$ cat config.mk
export PLATFORM = sky130hd
export DESIGN_NAME = bcd_serial_accum_flat
export DESIGN_NICKNAME = d
export VERILOG_FILES = /design/src/rtl/bcd_pkg.sv /design/src/rtl/bcd_serial_accum_if.sv /design/src/rtl/bcd_digit_add.sv /design/src/rtl/bcd_serial_accum.sv /design/src/flat_wrapper.sv
export SDC_FILE = /design/constraint.sdc
export NUM_CORES = 1
export LEC_CHECK = 0
export CAP_MARGIN = 20
export CORE_ASPECT_RATIO = 0.8
export CORE_MARGIN = 5
export CORE_UTILIZATION = 45
export DETAILED_ROUTE_END_ITERATION = 7
export PLACE_DENSITY_LB_ADDON = 0.15
export REMOVE_ABC_BUFFERS = 1
export SLEW_MARGIN = 15
export SYNTH_ARGS = -nofsm -noshare
export SYNTH_HDL_FRONTEND = slang
export SYNTH_SLANG_ARGS = --single-unit
export TNS_END_PERCENT = 1
$ cat constraint.sdc
create_clock -name clk -period 3.5 [get_ports clk]
set_input_delay 0.7 -clock clk [delete_from_list [all_inputs] [get_ports clk]]
set_output_delay 0.7 -clock clk [all_outputs]
set_load 0.01 [all_outputs]
$ cat src/rtl/bcd_pkg.sv
// Shared types and constants for the serial BCD accumulator and its digit adder.
package bcd_pkg;

  typedef logic [3:0] bcd_digit_t;

  typedef enum logic [1:0] {
    IDLE = 2'd0,
    ADD  = 2'd1,
    DONE = 2'd2
  } state_e;

  localparam int BCD_MAX  = 9;
  localparam int BCD_CORR = 6;

  function automatic logic digit_invalid(input bcd_digit_t d);
    return d > bcd_digit_t'(BCD_MAX);
  endfunction

endpackage

$ cat src/rtl/bcd_serial_accum_if.sv
// Operand/result bundle for bcd_serial_accum.
// Both channels are valid/ready: a transfer happens on a rising edge where valid && ready
// are both high; the producer holds its payload stable while valid is high and ready is low.
interface bcd_serial_accum_if #(
  parameter int NDIGITS = 4
);
  logic                   in_valid;
  logic                   in_ready;
  logic [4*NDIGITS-1:0]   a;
  logic [4*NDIGITS-1:0]   b;
  logic                   cin;
  logic                   out_valid;
  logic                   out_ready;
  logic [4*NDIGITS-1:0]   sum;
  logic                   cout;
  logic                   err;

  modport master (
    output in_valid, a, b, cin, out_ready,
    input  in_ready, out_valid, sum, cout, err
  );

  modport slave (
    input  in_valid, a, b, cin, out_ready,
    output in_ready, out_valid, sum, cout, err
  );
endinterface

$ cat src/rtl/bcd_digit_add.sv
// Combinational single-digit BCD adder with decimal correction.
// Optional macro BCD_DIGIT_CHECK_EN enables the invalid-digit flag; otherwise it is tied low.
module bcd_digit_add
  import bcd_pkg::*;
(
  input  bcd_digit_t a_i,
  input  bcd_digit_t b_i,
  input  logic       c_i,
  output bcd_digit_t sum_o,
  output logic       c_o,
  output logic       invalid_o
);

  logic [4:0] t;

  // (t+6)[3:0] equals t[3:0]+6 modulo 16, so the correction stays 4 bits wide.
  always_comb begin
    t     = {1'b0, a_i} + {1'b0, b_i} + {4'b0000, c_i};
    c_o   = (t > 5'(BCD_MAX));
    sum_o = c_o ? (t[3:0] + 4'(BCD_CORR)) : t[3:0];
  end

`ifdef BCD_DIGIT_CHECK_EN
  assign invalid_o = digit_invalid(a_i) | digit_invalid(b_i);
`else
  assign invalid_o = 1'b0;
`endif

endmodule

$ cat src/rtl/bcd_serial_accum.sv
// Digit-serial BCD adder: accepts two packed operands, adds one digit per cycle LSD first.
// Optional macro BCD_DIGIT_CHECK_EN builds the sticky invalid-digit flag on err.
module bcd_serial_accum
  import bcd_pkg::*;
#(
  parameter int NDIGITS = 4
) (
  input  logic                clk,
  input  logic                rst_n,
  bcd_serial_accum_if.slave   bus,
  output state_e              dbg_state_o
);

  localparam int              CNT_W = $clog2(NDIGITS) + 1;
  localparam logic [CNT_W-1:0] LAST = CNT_W'(NDIGITS - 1);

  state_e                    state_q;
  bcd_digit_t [NDIGITS-1:0]  a_q;
  bcd_digit_t [NDIGITS-1:0]  b_q;
  bcd_digit_t [NDIGITS-1:0]  sum_q;
  logic [CNT_W-1:0]          cnt_q;
  logic                      carry_q;
  logic                      cout_q;

  bcd_digit_t                a_dig_d;
  bcd_digit_t                b_dig_d;
  bcd_digit_t                dig_d;
  logic                      carry_d;
  logic                      dig_inv_d;

  logic                      accept;
  assign accept = (state_q == IDLE) && bus.in_valid;

  // Explicit decode keeps the counter free of index-width coupling for any NDIGITS.
  always_comb begin
    a_dig_d = '0;
    b_dig_d = '0;
    for (int i = 0; i < NDIGITS; i++) begin
      if (cnt_q == CNT_W'(i)) begin
        a_dig_d = a_q[i];
        b_dig_d = b_q[i];
      end
    end
  end

  bcd_digit_add u_digit_add (
    .a_i       (a_dig_d),
    .b_i       (b_dig_d),
    .c_i       (carry_q),
    .sum_o     (dig_d),
    .c_o       (carry_d),
    .invalid_o (dig_inv_d)
  );

  always_ff @(posedge clk or negedge rst_n) begin
    if (!rst_n) begin
      state_q <= IDLE;
      a_q     <= '0;
      b_q     <= '0;
      sum_q   <= '0;
      cnt_q   <= '0;
      carry_q <= 1'b0;
      cout_q  <= 1'b0;
    end else begin
      case (state_q)
        IDLE: begin
          if (bus.in_valid) begin
            a_q     <= bus.a;
            b_q     <= bus.b;
            carry_q <= bus.cin;
            cnt_q   <= '0;
            sum_q   <= '0;
            state_q <= ADD;
          end
        end
        ADD: begin
          for (int i = 0; i < NDIGITS; i++) begin
            if (cnt_q == CNT_W'(i)) sum_q[i] <= dig_d;
          end
          carry_q <= carry_d;
          if (cnt_q == LAST) begin
            cout_q  <= carry_d;
            state_q <= DONE;
          end else begin
            cnt_q <= cnt_q + CNT_W'(1);
          end
        end
        DONE: begin
          if (bus.out_ready) state_q <= IDLE;
        end
        default: state_q <= IDLE;
      endcase
    end
  end

`ifdef BCD_DIGIT_CHECK_EN
  logic err_q;

  // Sticky across the whole transaction; only a new acceptance clears it.
  always_ff @(posedge clk or negedge rst_n) begin
    if (!rst_n) begin
      err_q <= 1'b0;
    end else if (accept) begin
      err_q <= 1'b0;
    end else if ((state_q == ADD) && dig_inv_d) begin
      err_q <= 1'b1;
    end
  end

  assign bus.err = err_q;
`else
  logic unused_dig_inv;
  logic unused_accept;
  assign unused_dig_inv = dig_inv_d;
  assign unused_accept  = accept;
  assign bus.err        = 1'b0;
`endif

  assign bus.in_ready  = (state_q == IDLE);
  assign bus.out_valid = (state_q == DONE);
  assign bus.sum       = sum_q;
  assign bus.cout      = cout_q;
  assign dbg_state_o   = state_q;

endmodule

$ cat src/flat_wrapper.sv
// flat-port wrapper written by rule: the top's interface ports become plain ports
module bcd_serial_accum_flat import bcd_pkg::*;
#(
  parameter int NDIGITS = 4
)
  (clk, rst_n, dbg_state_o, bus_in_valid, bus_a, bus_b, bus_cin, bus_out_ready, bus_in_ready, bus_out_valid, bus_sum, bus_cout, bus_err);
  bcd_serial_accum_if #(.NDIGITS(NDIGITS)) bus_i ();
  input  logic clk;
  input  logic rst_n;
  output state_e dbg_state_o;
  input wire logic [$bits(bus_i.in_valid)-1:0] bus_in_valid;
  input wire logic [$bits(bus_i.a)-1:0] bus_a;
  input wire logic [$bits(bus_i.b)-1:0] bus_b;
  input wire logic [$bits(bus_i.cin)-1:0] bus_cin;
  input wire logic [$bits(bus_i.out_ready)-1:0] bus_out_ready;
  output wire logic [$bits(bus_i.in_ready)-1:0] bus_in_ready;
  output wire logic [$bits(bus_i.out_valid)-1:0] bus_out_valid;
  output wire logic [$bits(bus_i.sum)-1:0] bus_sum;
  output wire logic [$bits(bus_i.cout)-1:0] bus_cout;
  output wire logic [$bits(bus_i.err)-1:0] bus_err;
  assign bus_i.in_valid = bus_in_valid;
  assign bus_i.a = bus_a;
  assign bus_i.b = bus_b;
  assign bus_i.cin = bus_cin;
  assign bus_i.out_ready = bus_out_ready;
  assign bus_in_ready = bus_i.in_ready;
  assign bus_out_valid = bus_i.out_valid;
  assign bus_sum = bus_i.sum;
  assign bus_cout = bus_i.cout;
  assign bus_err = bus_i.err;
  bcd_serial_accum #(.NDIGITS(NDIGITS)) u_core (.clk(clk), .rst_n(rst_n), .bus(bus_i), .dbg_state_o(dbg_state_o));
endmodule
==> flow_summary.json <==
{
  "syn-cell-area_um2": 2660,
  "clock_latency_ns": 0.31,
  "drv_slew": 0,
  "routed_via_density": 5.06,
  "layout.nets": 355,
  "critPathMaxStageDelay_ns": 0.44,
  "post_drt_wl_per_cell_um": 14.6,
  "worstSetupEndpointType": "register",
  "floorplan.initialDensity_pct": 45.7,
  "timing_worst_setup_path_type": "register to register",
  "first_iter_violations": 87,
  "finalSetupViolations": 0,
  "start_kind": "register",
  "timing.slew.headroom_pct": 54.0,
  "ys_top_cells_by_area": "sky130_fd_sc_hd__dfrtp_1 (52%), sky130_fd_sc_hd__mux2_2 (16%), sky130_fd_sc_hd__nand2_1 (4.7%)",
  "power.density_cell_area_nw_per_um2": 1240,
  "path_buf_inv": 1,
  "dieHeight_um": 78.7,
  "post-synth-top-count-cell": "sky130_fd_sc_hd__dfrtp_1",
  "grt_overflow": 0,
  "clk_path_buf_depth": 2,
  "period_share_pct": 95.8,
  "seq_area_frac_synth_pct": 51.8,
  "cap_viol_max_count": 0,
  "die_w_um": 95.9,
  "cts_tree": "built",
  "ant_nets": 0,
  "hold_ws_ns": 0.423,
  "grt.total_usage_pct": 15.9,
  "hpwl_mm": 4.17,
  "floorplan.rows": 25,
  "worst_setup_hold_path_clk_slew_ns": 0.09,
  "io_buffers": 57,
  "die_area_um2": 7550,
  "floorplan.io_pins": 59,
  "critical_path_peak_fanout": 4,
  "max_freq_mhz": 298,
  "ys_warn_count": 0,
  "fp.coreArea_um2": 5820,
  "finalHoldViolations": 0,
  "global_route_wire_length_before_repair_mm": 9.25,
  "cts.htree.levels": 2,
  "max-vdd-ir-drop_mv": 0.522,
  "synth.top_cell.area_share_pct": 51.8,
  "final.min_clock_period_ns": 3.35,
  "ys_async_sr_fraction_pct": 100,
  "area.growth.synth_to_final_pct": 33.5,
  "grt_max_degree": 34,
  "insertedDiodeCount": 0,
  "crit_chain": "ha_1, ha_1, nor2_2, a22oi_1, fa_2, fa_2, xor2_2, ha_2, a22oi_2, a311oi_4, buf_4, xnor2_2, o21ai_0",
  "number_of_flops_mapped_to_enable_cells_by_yosys": 0,
  "worstPathRequired_ns": 3.69,
  "cts-root-buf": "sky130_fd_sc_hd__clkbuf_8",
  "dr.pass1.iters": 4,
  "synth_top_flop_cell": "sky130_fd_sc_hd__dfrtp_1",
  "via_count_of_the_first_global_routing_pass": 1906,
  "synth.top_cells.by_count": "sky130_fd_sc_hd__dfrtp_1 (55), sky130_fd_sc_hd__mux2_2 (37), sky130_fd_sc_hd__nand2_1 (33)",
  "synth.ff_latch_count": 55,
  "clock_sink_count": 55,
  "synth_cells": 238,
  "yosysTopAreaCell": "sky130_fd_sc_hd__dfrtp_1",
  "static-leakage-power_uw": 0.00151,
  "synth.lib_cells_used.distinct": 32,
  "critical_path_s_top_delay_family": "adder cells",
  "critical_path_arrival_ns": 3.54,
  "hp-class": "input pin to async pin",
  "status": "finished, final reports clean",
  "timing.clock.skew_ns": 0.00620,
  "cts_made_buffers": 5,
  "syn_avg_cell_area_um2": 11.2,
  "gp_routability_congestion": 0.769,
  "drt_drc_violations_left": 0,
  "setup_tns_final_ns": 0,
  "route.final.wire_length_mm": 5.67,
  "share_of_final_layout_standard_cells_stronger_than_drive_strength_1_pct": 24.4,
  "timing_worst_slew_pin_value_ns": 0.690,
  "num_vias": 1968,
  "critical_path.slowest_cell": "sky130_fd_sc_hd__dfrtp_1",
  "antenna_violations_before_repair": 0
}
[kinds of logic after synthesis]
kind of cell / Yosys count / share of synthesized area (%)
xor gates and xnor gates: 2 / 0.659
DFF: 55 / 51.8
AOI/OAI and AO/OA: 58 / 14.2
other: 1 / 0.141
muxes: 37 / 15.7
adders and majority gates: 11 / 5.74
buffers and inverters: 19 / 2.87
and+or+nand+nor: 55 / 8.90
[report_power, final]
part / switching (uW) / leakage [uW] / internal, uW
logic: 1420 / 0.000791 / 1540
registers: 169 / 0.000677 / 933
clock network: 193 / 0.0000422 / 141
[stage by stage]
step	util (%)	area (um2)	std cells	power [uW]	worst slack (ns)
after floorplan	-	2610	227	2770	-0.320
after CTS	60.0	3490	387	4230	0.0257
after global placement	58.2	3380	379	3650	0.0304
after global routing	61.0	3550	389	4770	-0.00467
after detailed placement	58.2	3380	379	3710	-0.0940
final	61.0	3550	389	4400	0.147
[flip-flops by register name, summed over array words and instances (netlist names)]
| name | count |
|---|---|
| u_core.b_q | 16 |
| u_core.bus.cout | 1 |
| u_core.cnt_q | 3 |
| u_core.dbg_state_o | 2 |
| u_core.bus.sum | 16 |
| u_core.carry_q | 1 |
| u_core.a_q | 16 |
[final timing paths]
path	cells past startpoint	from	slack [ns]	to
max	13	u_core.cnt_q[0]	0.15	u_core.bus.sum[13]
min	1	rst_n	0.42	u_core.bus.sum[8]
max reg2reg	13	u_core.cnt_q[0]	0.15	u_core.bus.sum[13]
min reg2reg	2	u_core.bus.sum[1]	0.49	u_core.bus.sum[1]
max in group asynchronous	2	rst_n	2.28	u_core.b_q[7]
min in group clk	2	u_core.bus.sum[1]	0.49	u_core.bus.sum[1]
[repair_timing]
| item | CTS | global route |
|---|---|---|
| hold buffers | 0 | 0 |
| buffers inserted | 0 | 2 |
| setup endpoints to repair | 12 | 12 |
| pin swaps | 1 | 7 |
| resized for setup | 5 | 16 |
[layer usage]
metal | wire (um) | track usage (%) | up-vias
met4 | 48 | 5.40 | 0
li1 | - | - | 972
met5 | 0 | 0 | -
met3 | 384 | 3.60 | 5
met2 | 2610 | 24.1 | 56
met1 | 2620 | 22.4 | 935
[layout make-up]
cell class | instances | area, um2
clock inverter | 1 | 5.00
fill | 516 | 2270
inverter | 8 | 30.0
clock buffer | 7 | 76.3
sequential | 55 | 1380
multi-input combinational | 164 | 1260
timing repair buffer | 73 | 693
tap | 81 | 101
[cell usage in the layout, fill, tap and decap left out, drive strengths merged, types with 2 or more instances in the layout]
cell,count
clkdlybuf4s50,56
dfrtp,55
mux2,37
nand2,33
o21ai,23
buf,17
nor2,13
a21oi,11
ha,9
inv,8
a22oi,7
clkbuf,7
a22o,6
nor2b,4
o31ai,4
nand2b,2
fa,2
Note: power is estimated with default switching activity, not from simulation.
